===== src/rtl/reg_arb_pkg.sv =====
// Shared types and defaults for the two-master register-bus arbiter.
package reg_arb_pkg;

  localparam int DEF_DATA_W = 32;
  localparam int DEF_ADDR_W = 3;
  // Addresses at or above REG_COUNT complete with an error and never reach the bus
  localparam int REG_COUNT  = 4;

  typedef enum logic [2:0] {
    ST_IDLE,
    ST_WR,
    ST_RD,
    ST_WAIT,
    ST_DONE
  } state_t;

endpackage


===== src/rtl/reg_bus_arbiter_if.sv =====
// Requester handshakes and register-file command/response signals of the arbiter.
interface reg_bus_arbiter_if
  import reg_arb_pkg::*;
#(
  parameter int DATA_W = DEF_DATA_W,
  parameter int ADDR_W = DEF_ADDR_W
);

  logic              m0_req, m1_req;
  logic              m0_wr, m1_wr;
  logic [ADDR_W-1:0] m0_addr, m1_addr;
  logic [DATA_W-1:0] m0_wdata, m1_wdata;
  logic              m0_ack, m1_ack;
  logic              m0_err, m1_err;
  logic [DATA_W-1:0] m0_rdata, m1_rdata;
  logic              wr_en, addr_vld;
  logic [ADDR_W-1:0] addr;
  logic [DATA_W-1:0] din;
  logic [DATA_W-1:0] dout;
  logic              dout_vld;

  modport slave (
    input  m0_req, m1_req, m0_wr, m1_wr, m0_addr, m1_addr, m0_wdata, m1_wdata,
    input  dout, dout_vld,
    output m0_ack, m1_ack, m0_err, m1_err, m0_rdata, m1_rdata,
    output wr_en, addr_vld, addr, din
  );

  modport master (
    output m0_req, m1_req, m0_wr, m1_wr, m0_addr, m1_addr, m0_wdata, m1_wdata,
    output dout, dout_vld,
    input  m0_ack, m1_ack, m0_err, m1_err, m0_rdata, m1_rdata,
    input  wr_en, addr_vld, addr, din
  );

endinterface


===== src/rtl/reg_arb_rr2.sv =====
// Two-way round-robin grant: combinational one-hot grant plus a registered
// priority pointer that flips to the other master whenever a grant is taken.
module reg_arb_rr2 (
  input  logic       clk,
  input  logic       rst,
  input  logic [1:0] req,
  input  logic       take,
  output logic [1:0] gnt
);

  logic prio_m1;

  always_comb begin
    gnt = req;
    if (req == 2'b11) gnt = prio_m1 ? 2'b10 : 2'b01;
  end

  // Pointer starts on m0 so the first tie after reset goes to m0
  always_ff @(posedge clk or posedge rst) begin
    if (rst)       prio_m1 <= 1'b0;
    else if (take) prio_m1 <= gnt[0];
  end

endmodule


===== src/rtl/reg_bus_arbiter.sv =====
// Arbitrates two requesters onto a single register-file port with one
// transaction in flight, read timeout, and out-of-range address rejection.
module reg_bus_arbiter
  import reg_arb_pkg::*;
#(
  parameter int TIMEOUT = 4,
  parameter int DATA_W  = DEF_DATA_W,
  parameter int ADDR_W  = DEF_ADDR_W
) (
  input logic              clk,
  input logic              rst,
  reg_bus_arbiter_if.slave bus
);

  state_t            state, state_nxt;
  logic              gnt_m1, gnt_m1_nxt;
  logic [3:0]        cnt, cnt_nxt;
  logic [1:0]        gnt;
  logic              take;
  logic              sel_wr;
  logic [ADDR_W-1:0] sel_addr;
  logic [DATA_W-1:0] sel_wdata;
  logic              fin, fin_err, fin_rd, fin_m1;
  logic              m0_ack_nxt, m1_ack_nxt, m0_err_nxt, m1_err_nxt;
  logic              wr_en_nxt, addr_vld_nxt;
  logic [ADDR_W-1:0] addr_nxt;
  logic [DATA_W-1:0] din_nxt, m0_rdata_nxt, m1_rdata_nxt;

  assign take = (state == ST_IDLE) && (|gnt);

  reg_arb_rr2 u_rr (
    .clk  (clk),
    .rst  (rst),
    .req  ({bus.m1_req, bus.m0_req}),
    .take (take),
    .gnt  (gnt)
  );

  always_comb begin
    sel_wr    = gnt[1] ? bus.m1_wr    : bus.m0_wr;
    sel_addr  = gnt[1] ? bus.m1_addr  : bus.m0_addr;
    sel_wdata = gnt[1] ? bus.m1_wdata : bus.m0_wdata;
  end

  // Outputs are computed for the state being entered, then registered with it
  always_comb begin
    state_nxt    = state;
    gnt_m1_nxt   = gnt_m1;
    cnt_nxt      = cnt;
    wr_en_nxt    = 1'b0;
    addr_vld_nxt = 1'b0;
    addr_nxt     = bus.addr;
    din_nxt      = bus.din;
    fin          = 1'b0;
    fin_err      = 1'b0;
    fin_rd       = 1'b0;
    fin_m1       = gnt_m1;
    case (state)
      ST_IDLE: begin
        if (take) begin
          gnt_m1_nxt = gnt[1];
          fin_m1     = gnt[1];
          if (sel_addr >= ADDR_W'(REG_COUNT)) begin
            fin     = 1'b1;
            fin_err = 1'b1;
          end else begin
            addr_vld_nxt = 1'b1;
            addr_nxt     = sel_addr;
            if (sel_wr) begin
              wr_en_nxt = 1'b1;
              din_nxt   = sel_wdata;
              state_nxt = ST_WR;
            end else begin
              state_nxt = ST_RD;
            end
          end
        end
      end
      ST_WR: fin = 1'b1;
      ST_RD: begin
        state_nxt = ST_WAIT;
        cnt_nxt   = '0;
      end
      ST_WAIT: begin
        if (bus.dout_vld) begin
          fin    = 1'b1;
          fin_rd = 1'b1;
        end else if (cnt == 4'(TIMEOUT - 1)) begin
          fin     = 1'b1;
          fin_err = 1'b1;
        end else begin
          cnt_nxt = cnt + 4'd1;
        end
      end
      ST_DONE: state_nxt = ST_IDLE;
      default: state_nxt = ST_IDLE;
    endcase
    if (fin) state_nxt = ST_DONE;

    m0_ack_nxt   = fin && !fin_m1;
    m1_ack_nxt   = fin && fin_m1;
    m0_err_nxt   = m0_ack_nxt && fin_err;
    m1_err_nxt   = m1_ack_nxt && fin_err;
    m0_rdata_nxt = bus.m0_rdata;
    m1_rdata_nxt = bus.m1_rdata;
    // Write completions leave rdata untouched; errors clear it
    if (fin && (fin_err || fin_rd)) begin
      if (fin_m1) m1_rdata_nxt = fin_err ? '0 : bus.dout;
      else        m0_rdata_nxt = fin_err ? '0 : bus.dout;
    end
  end

  always_ff @(posedge clk or posedge rst) begin
    if (rst) begin
      state        <= ST_IDLE;
      gnt_m1       <= 1'b0;
      cnt          <= '0;
      bus.m0_ack   <= 1'b0;
      bus.m1_ack   <= 1'b0;
      bus.m0_err   <= 1'b0;
      bus.m1_err   <= 1'b0;
      bus.m0_rdata <= '0;
      bus.m1_rdata <= '0;
      bus.wr_en    <= 1'b0;
      bus.addr_vld <= 1'b0;
      bus.addr     <= '0;
      bus.din      <= '0;
    end else begin
      state        <= state_nxt;
      gnt_m1       <= gnt_m1_nxt;
      cnt          <= cnt_nxt;
      bus.m0_ack   <= m0_ack_nxt;
      bus.m1_ack   <= m1_ack_nxt;
      bus.m0_err   <= m0_err_nxt;
      bus.m1_err   <= m1_err_nxt;
      bus.m0_rdata <= m0_rdata_nxt;
      bus.m1_rdata <= m1_rdata_nxt;
      bus.wr_en    <= wr_en_nxt;
      bus.addr_vld <= addr_vld_nxt;
      bus.addr     <= addr_nxt;
      bus.din      <= din_nxt;
    end
  end

endmodule


===== src/flat_wrapper.sv =====
// flat-port wrapper written by rule: the top's interface ports become plain ports
module reg_bus_arbiter_flat import reg_arb_pkg::*;
#(
  parameter int TIMEOUT = 4,
  parameter int DATA_W  = DEF_DATA_W,
  parameter int ADDR_W  = DEF_ADDR_W
)
  (clk, rst, bus_m0_req, bus_m1_req, bus_m0_wr, bus_m1_wr, bus_m0_addr, bus_m1_addr, bus_m0_wdata, bus_m1_wdata, bus_dout, bus_dout_vld, bus_m0_ack, bus_m1_ack, bus_m0_err, bus_m1_err, bus_m0_rdata, bus_m1_rdata, bus_wr_en, bus_addr_vld, bus_addr, bus_din);
  reg_bus_arbiter_if #(.DATA_W(DATA_W), .ADDR_W(ADDR_W)) bus_i ();
  input logic clk;
  input logic rst;
  input wire logic [$bits(bus_i.m0_req)-1:0] bus_m0_req;
  input wire logic [$bits(bus_i.m1_req)-1:0] bus_m1_req;
  input wire logic [$bits(bus_i.m0_wr)-1:0] bus_m0_wr;
  input wire logic [$bits(bus_i.m1_wr)-1:0] bus_m1_wr;
  input wire logic [$bits(bus_i.m0_addr)-1:0] bus_m0_addr;
  input wire logic [$bits(bus_i.m1_addr)-1:0] bus_m1_addr;
  input wire logic [$bits(bus_i.m0_wdata)-1:0] bus_m0_wdata;
  input wire logic [$bits(bus_i.m1_wdata)-1:0] bus_m1_wdata;
  input wire logic [$bits(bus_i.dout)-1:0] bus_dout;
  input wire logic [$bits(bus_i.dout_vld)-1:0] bus_dout_vld;
  output wire logic [$bits(bus_i.m0_ack)-1:0] bus_m0_ack;
  output wire logic [$bits(bus_i.m1_ack)-1:0] bus_m1_ack;
  output wire logic [$bits(bus_i.m0_err)-1:0] bus_m0_err;
  output wire logic [$bits(bus_i.m1_err)-1:0] bus_m1_err;
  output wire logic [$bits(bus_i.m0_rdata)-1:0] bus_m0_rdata;
  output wire logic [$bits(bus_i.m1_rdata)-1:0] bus_m1_rdata;
  output wire logic [$bits(bus_i.wr_en)-1:0] bus_wr_en;
  output wire logic [$bits(bus_i.addr_vld)-1:0] bus_addr_vld;
  output wire logic [$bits(bus_i.addr)-1:0] bus_addr;
  output wire logic [$bits(bus_i.din)-1:0] bus_din;
  assign bus_i.m0_req = bus_m0_req;
  assign bus_i.m1_req = bus_m1_req;
  assign bus_i.m0_wr = bus_m0_wr;
  assign bus_i.m1_wr = bus_m1_wr;
  assign bus_i.m0_addr = bus_m0_addr;
  assign bus_i.m1_addr = bus_m1_addr;
  assign bus_i.m0_wdata = bus_m0_wdata;
  assign bus_i.m1_wdata = bus_m1_wdata;
  assign bus_i.dout = bus_dout;
  assign bus_i.dout_vld = bus_dout_vld;
  assign bus_m0_ack = bus_i.m0_ack;
  assign bus_m1_ack = bus_i.m1_ack;
  assign bus_m0_err = bus_i.m0_err;
  assign bus_m1_err = bus_i.m1_err;
  assign bus_m0_rdata = bus_i.m0_rdata;
  assign bus_m1_rdata = bus_i.m1_rdata;
  assign bus_wr_en = bus_i.wr_en;
  assign bus_addr_vld = bus_i.addr_vld;
  assign bus_addr = bus_i.addr;
  assign bus_din = bus_i.din;
  reg_bus_arbiter #(.TIMEOUT(TIMEOUT), .DATA_W(DATA_W), .ADDR_W(ADDR_W)) u_core (.clk(clk), .rst(rst), .bus(bus_i));
endmodule

===== config.mk =====
export PLATFORM = sky130hd
export DESIGN_NAME = reg_bus_arbiter_flat
export DESIGN_NICKNAME = d
export VERILOG_FILES = /design/src/rtl/reg_arb_pkg.sv /design/src/rtl/reg_bus_arbiter_if.sv /design/src/rtl/reg_arb_rr2.sv /design/src/rtl/reg_bus_arbiter.sv /design/src/flat_wrapper.sv
export SDC_FILE = /design/constraint.sdc
export NUM_CORES = 1
export LEC_CHECK = 0
export CORE_ASPECT_RATIO = 0.7
export CORE_MARGIN = 2
export CORE_UTILIZATION = 40
export DETAILED_ROUTE_END_ITERATION = 12
export GPL_ROUTABILITY_DRIVEN = 0
export PLACE_DENSITY = 0.74
export SYNTH_ARGS = -nofsm -noshare
export SYNTH_HDL_FRONTEND = slang
export SYNTH_SLANG_ARGS = --single-unit

===== constraint.sdc =====
create_clock -name clk -period 9.03 [get_ports clk]
set_input_delay 1.806 -clock clk [delete_from_list [all_inputs] [get_ports clk]]
set_output_delay 1.806 -clock clk [all_outputs]
set_load 0.005 [all_outputs]

==> results of run 1 <==
## flip-flops by register name, indices dropped and copies added (netlist names), 3 cells and up
name	count
u_core.bus.addr	3
u_core.bus.m0_rdata	32
u_core.bus.din	32
u_core.bus.m1_rdata	32
u_core.state	3
u_core.cnt	4
## logic make-up after synthesis
group           count (synthesis)  synth area share [%]
mux                            68                  15.9
compound gates                129                  19.1
buf+inv                        47                  3.88
fa+ha+maj                       1                 0.228
simple gates                   97                  8.94
flops                         114                  52.0
## area by class of cell
| class | instances | share of cell area, % |
|---|---|---|
| clock buffers | 19 | 5.37 |
| clock inverters | 13 | 2.75 |
| inverters | 7 | 0.341 |
| multi-input cells | 295 | 29.0 |
| flip-flops and latches | 114 | 33.8 |
| well taps | 185 | 2.75 |
| repair buffers | 220 | 25.9 |
## worst reg2reg max path, cell delays in order, from the launching register on
cell and delay, ps:
dfrtp_1 410, ha_1 260, or3b_2 220, a21o_1 840
o21a_1 1020, a32o_1 250
## layout by cell type (no fill, tap or decap), types with 3 or more instances in the layout
cell type,netlist,final
dfrtp_1,114,114
a21oi_1,4,3
clkinv_4,0,3
nand3_1,35,35
mux2_4,29,29
a32o_1,32,32
clkbuf_16,0,17
buf_4,0,7
clkdlybuf4s50_1,0,213
mux2_2,39,39
o21a_1,3,3
inv_1,7,6
o211ai_1,65,65
a21boi_0,3,3
o21ai_0,7,7
a21o_1,3,3
bufinv_16,0,6
nand2b_1,4,4
nand2_1,38,38
## per-layer routing
metal  vias up  global-route usage (%)
li1       2153                       -
met1      2377                    30.4
met2       185                    35.5
met3        19                    5.30
met4         0                    6.94
met5         -                       0
## power groups by stage
| stage | sequential (mW) | combinational [mW] | clock, mW |
|---|---|---|---|
| finish | 0.798 | 0.885 | 0.777 |
| global route | 0.816 | 0.957 | 0.809 |
| CTS | 0.796 | 0.895 | 0.781 |
| detailed placement | 0.800 | 0.891 | 0 |
| global placement | 0.794 | 0.868 | 0 |
| floorplan | 0.791 | 0.438 | 0 |
## final timing paths
| path | start | to | slack (ps) | depth (start not counted) |
|---|---|---|---|---|
| max reg2reg | u_core.cnt[0] | u_core.bus.m0_rdata[15] | 5970 | 5 |
| min reg2reg | u_core.bus.addr[2] | u_core.bus.addr[2] | 490 | 1 |
| min in group asynchronous | rst | u_core.bus.din[5] | 1800 | 2 |
| max | bus_dout_vld | u_core.bus.m0_rdata[15] | 4660 | 5 |
| max in group asynchronous | rst | u_core.bus.m0_err | 5910 | 3 |
| min | u_core.bus.addr[2] | u_core.bus.addr[2] | 490 | 1 |
==> run summary, run 1 <==
The run finished with clean final reports. A synthesized cell averages 12.0 sq um. The number of resized instances in the post-cts repair step is 0. After detailed routing, no signal wire sits above met4.

The worst supply voltage drop on vdd came out at 156 uV. The switching power summed over all nets is 0.717 mW. The final core utilization came out at between 60% and 70%.

The starting density of the core is approximately two fifths. Summed over its instances, the top area cell type makes up roughly 52% of the synthesized netlist area. The ratio of final minimum period to clock period is between 40 and 50%. The ratio of routed vias to standard cells is 5.55.

The total of hold buffers inserted after clock tree synthesis came out at 0. The max-slew violation count is 0. Across every metal layer, demand over resource in global routing totals 22.3%. Adding up every negative setup slack in the final design gives 0 ps. After synthesis, the cell types taking the most area are dfrtp_1 52%, o211ai_1 8.9%, mux2_2 8.0%.

The core footprint is 13300 sq um. The total of warnings raised by yosys is 0. Of the total power, registers draw 32.4%. The pin count of the biggest net entering global routing is 73. The floorplan row count came out at 35. The netlist area before placement came out at about 5500 sq um. After routing the design area is 8430 sq um. The share of async-settable or async-resettable flops after synthesis came out at 100%. For this design, the sink count on the clock tree is about 110. STA classifies the critical path startpoint as a primary input. The synthesized flop and latch total came out at roughly 110. In this run, synthesis inferred 0 flip-flops with an integrated enable. The count of cell types in the netlist is 42. The net count of the finished layout is 765. The worst slew margin relative to its limit came out at 19.0%. In this run switching power makes up 29.2% of total power. The tightest min-delay check is of the flop to flop type. The power per cell area is roughly 290 nW/um^2. Yosys instantiated no cell more often than dfrtp_1. The worst setup path is captured at a flop.

The routed layout has 4734 vias. The clock latency at the later pin of the worst-skew pair came out at ~400 ps. The number of max-capacitance violations reported came out at 0. Among all flip-flop cells after synthesis, the most frequent one is dfrtp_1. The routed length on met3 came out at 1.07 mm. The post-detailed-route wirelength per cell came out at approximately 19 microns. Setup violations remaining at the end of the flow were counted as 0.

The I/O pin count is around 210. For this run, the top clock speed supported by timing is approximately 230 MHz. The total met2 wirelength after detailed routing came out at 7.55 mm. The post-layout total power is 2.46 mW. The number of H-tree branching levels is 4.

Combinational logic is responsible for 36.0% of the overall power. The endpoint arrival time on the critical path came out at 4710 ps. The setup path with the least slack is of type primary input to flop. The count of final hold-check violations came out at 0. The share of layout cells above drive strength 1 came out at 17.7%. On the critical path, the stage with the largest delay is an instance of o21a_1.

The repair_antennas step left the layout with diodes totalling 0. TritonCTS built the clock tree. The buffer and inverter count on the worst path is 2. The aggregate global routing overflow came out at 0. The internal cell power came out at 1.74 mW. The count of input and output buffers is 213. The die width came out at ~140 microns. The share of power burned in the clock network came out at 31.6%. After the first detailed-routing iteration, the DRC count stood at 392.

After layout, the worst setup slack is roughly 4700 ps. The post-route minimum period came out at 4370 ps. The root buffer cell chosen for the clock tree is clkbuf_16. The clock input transition at the sequential cells of the worst setup and hold paths came out at roughly 60 ps.

The number of clock buffers inserted by TritonCTS is 17. The worst endpoint required time came out at ~9400 ps. The half-perimeter wire length after placement is 10.9 mm.

The first global-routing pass estimated between 20 and 30 mm of wire. The leakage power of the design came out at 3.60 nW. The floorplan step set the die height to 102 microns. The via count of the first global-routing pass came out at ~4.8k. The final-layout fill cell count is 1005. The buffer count from post-CTS setup fixing came out at 0. After synthesis, the most frequently instantiated cells are 114 x dfrtp_1, 65 x o211ai_1, 39 x mux2_2. The kind of cell with the highest combined delay along the critical path is compound AO/OA/AOI/OAI gates. The final antenna-violating net count is 0.

The clock skew came out at 7.06 ps. The first detailed-routing pass took 5 iterations. The overall die area is 14700 sq um. The net count of the mapped netlist came out at 566. The maximum fanout count along the critical path came out at 33. The minimum setup slack after placement came out at 4290 ps. Hold timing on the final database bottoms out at a slack of 491 ps. The number of antenna violations at the first check in global routing is 0. The sequential fraction of the synthesis area came out at between 50% and 60%. After the flow finishes, the layout carries non-filler instances totaling 853. The multi-input combinational cell area came out at 2450 sq um. The largest incremental delay on the critical path is approximately 1000 ps. Relative to the synthesized area, the layout overhead comes to 53.5%. Of all cell types, the one taking the most synthesized area is dfrtp_1. The clock tree buffer depth is 2.

The critical path goes through clkdlybuf4s50_1 > inv_1 > a21o_1 > o21a_1 > a32o_1. Summing all flip-flop and latch instances after layout gives 2850 sq um. The number of placed instances with taps included is 821. The cell count after synthesis came out at 456. Wires add up to 16.0 mm. The routed metal-1 wirelength came out at 7.16 mm. Setup repair after global routing left no endpoint under its margin. In this run the cell area measured after placement is 7740 sq um. For this run, design rule violations remaining after detail routing come to 0.

The slew at the pin closest to its max-slew limit is 1210 ps.
No activity file was read; power rests on OpenSTA's default activity.
==> run 2: changes to the inputs <==
--- a/config.mk
+++ b/config.mk
@@ -10,7 +10,7 @@
 export CORE_UTILIZATION = 40
 export DETAILED_ROUTE_END_ITERATION = 12
 export GPL_ROUTABILITY_DRIVEN = 0
-export PLACE_DENSITY = 0.74
+export PLACE_DENSITY = 0.77
 export SYNTH_ARGS = -nofsm -noshare
 export SYNTH_HDL_FRONTEND = slang
 export SYNTH_SLANG_ARGS = --single-unit
==> constraint.sdc (replaced) <==
create_clock -name clk -period 3.96 [get_ports clk]
set_input_delay 0.792 -clock clk [delete_from_list [all_inputs] [get_ports clk]]
set_output_delay 0.792 -clock clk [all_outputs]
set_load 0.005 [all_outputs]
==> run 2 against run 1 <==
Against the previous run: sequential share of layout area increased by 0.41 points; clock-buffer cell count increased by 3; sequential power increased by 130%; non-clock buffer count increased by 6; global-route usage increased by 1.5 points; flip-flop and latch count unchanged; combinational power increased by 130%; clock power increased by 75%; setup slack got worse by 3600 ps; final cell count increased by 0.70%; worst hold slack got worse by 6.3 ps.
==> run summary, run 2 (synthesis gave the netlist of run 1 again) <==
The number of antenna violations at the first check in global routing came out at 0. The final routed wirelength across all metal layers came out at 16.8 mm. The final number of setup-violating endpoints came out at 0.

TritonCTS built the clock tree. The I/O pin count came out at 214. The cell count of the worst hold path came out at 1. The pin count of the biggest net entering global routing is 61. On the final layout, the worst clock skew is 9.02 ps. The number of max-capacitance violations reported is 0.

The aggregate global routing overflow is 0. The worst slew margin relative to its limit is 9.59%. The slew at the pin closest to its max-slew limit came out at approximately 1400 ps. The final-layout setup total negative slack came out at 0 ps.

For this configuration, the core starts out at a cell density of a little over 40%. Static timing analysis puts the maximum clock frequency at 346 MHz. The startpoint identified for the worst hold timing path is u_core.bus.m0_rdata[5]. The signal on the critical path passes through clkdlybuf4s50_1 > nor2b_1 > o21ai_1 > a2111oi_4 > buf_4 > mux2_2. STA classifies the critical path startpoint as a primary input. The type of element capturing the critical path is a flop. For this run, the slowest stage of the critical path takes 610 ps. In this run the critical register-to-register path is captured at u_core.bus.m1_rdata[1]. The initialized floorplan defines 35 standard-cell rows. The count of input and output buffers came out at 213.

The via total after detailed routing came out at 4766. The number of iterations in the first detailed-routing pass is 5. The half-perimeter wire length after placement came out at 11.5 mm. The die width is 144 microns. The buffer count from post-CTS setup fixing came out at 0.

The worst endpoint required time is 4250 ps. The number of clock buffers inserted by TritonCTS is 17. The clock input transition at the sequential cells of the worst setup and hold paths is 50 ps.

The reg2reg setup slack is 1360 ps. The total of hold buffers inserted after clock tree synthesis is 0. The clock period could shrink to 2890 ps. The first-pass GRT wire length is between 20 and 30 mm. The final layout net count came out at roughly 770.

The count of unresolved DRC violations after routing came out at 0. IR analysis of the VDD net gives a maximum drop of around 330 uV. The overall track demand over capacity in global routing came out at between 20% and 30%. The launch point of the worst reg-to-reg path is u_core.cnt[1]. The count of final hold-check violations came out at 0. In the layout the commonest cells are 213 x clkdlybuf4s50_1, 114 x dfrtp_1, 65 x o211ai_1.

The slowest stage of the critical path belongs to the cell clkdlybuf4s50_1. In this run the standard cell core region covers approximately 13000 sq um. The tree is rooted in a clkbuf_16.

The depth of the worst register-to-register path is 5. Setup repair after global routing left no endpoint under its margin. The run finished with clean final reports. The worst min-delay path class is flop to flop. The number of antenna diodes in the final layout is 0. The clock tree buffer depth came out at 2. The number of resized instances in the post-cts repair step is 0.

The most common cell after layout, fill and taps aside is clkdlybuf4s50_1. The final-layout fill cell count came out at 1052. The maximum fanout count along the critical path came out at 33. The final antenna-violating net count came out at 0. The first-iteration detailed-routing DRC count came out at 465. The overall die area is roughly 15000 sq um. From synthesis to final layout, the design area changed by 51.7%. The max-slew violation count came to 0. The via count of the first global-routing pass came to 5049.

On the final layout, the worst hold slack is 485 ps. The clock tree synthesis step divided the H-tree into 4 levels. The clock latency at the later pin of the worst-skew pair came out at 410 ps. The leakage power of the design came out at 3.55 nW. The share of layout cells above drive strength 1 came out at 18.0%. The critical path class is primary input to flop. The clock drives 114 sinks.

The power per cell area is 630 nW/um^2. The worst hold path terminates at u_core.bus.m0_rdata[5]. In the routed layout, each cell is associated on average with a via count of 5.55. The final critical path takes up 72.9% of the cycle. In the final routed layout, each cell accounts on average for 19.6 microns. The largest registers in the layout are u_core.bus.din: 32 flops, u_core.bus.m0_rdata: 32 flops, u_core.bus.m1_rdata: 32 flops. The die is between 100 and 150 microns tall. The endpoint arrival time on the critical path is roughly 3200 ps.
[run 2: cell count changes in the layout (fill, tap and decap cells not counted), sizes merged]
cell,previous run,this run
bufinv,6,0
clkbuf,19,22
clkinv,5,7
clkinvlp,2,3
buf,7,13
[run 2: layer usage]
metal | up-vias | share of wire (%) | track usage (%)
met5 | - | 0 | 0
met4 | 0 | 1.7 | 8.45
met3 | 24 | 7.6 | 6.89
met2 | 211 | 47 | 39.0
met1 | 2372 | 43 | 30.4
li1 | 2159 | - | -
[run 2: worst max-delay path by stage]
stage | start | end | slack, ps
after floorplan | rst | u_core.bus.addr[0] | 150
after global placement | bus_m0_req | u_core.bus.din[10] | 860
after CTS | bus_m0_req | u_core.bus.din[9] | 1120
final | bus_m0_req | u_core.bus.din[10] | 1070
after detailed placement | bus_m0_req | u_core.bus.din[9] | 740
after global routing | bus_m0_req | u_core.bus.m1_rdata[27] | 970
[run 2: where the power goes]
group / switching [mW] / leakage [nW] / internal, mW
Combinational: 0.838 / 1.95 / 1.23
Clock: 0.534 / 0.255 / 0.825
Sequential: 0.271 / 1.34 / 1.54
Total: 1.64 / 3.55 / 3.60
[run 2: layout make-up]
cell class	instances	area [sq um]	area share (%)
clock inverters	10	61.3	0.736
flip-flops and latches	114	2850	34.3
clock buffers	22	464	5.57
well taps	185	231	2.78
repair buffers	226	2240	26.9
multi-input cells	295	2450	29.4
inverters	7	28.8	0.346
[run 2: per-stage QoR]
step | util, % | area [sq um] | setup WS, ps | power, mW | instances
5_1_grt | 62.8 | 8330 | 968 | 5.53 | 859
3_3_place_gp | 58.8 | 7800 | 855 | 3.80 | 827
3_5_place_dp | 58.8 | 7800 | 738 | 3.89 | 827
6_report | 62.8 | 8330 | 1070 | 5.24 | 859
2_1_floorplan | - | 5490 | 152 | 2.80 | 456
4_1_cts | 62.8 | 8330 | 1120 | 5.28 | 859
[run 2: critical path, delay by kind of cell]
| family | cells | cell delay (ps) |
|---|---|---|
| AOI/OAI and AO/OA | 2 | 530 |
| buffers and inverters | 2 | 1160 |
| muxes | 1 | 390 |
| and+or+nand+nor | 1 | 280 |
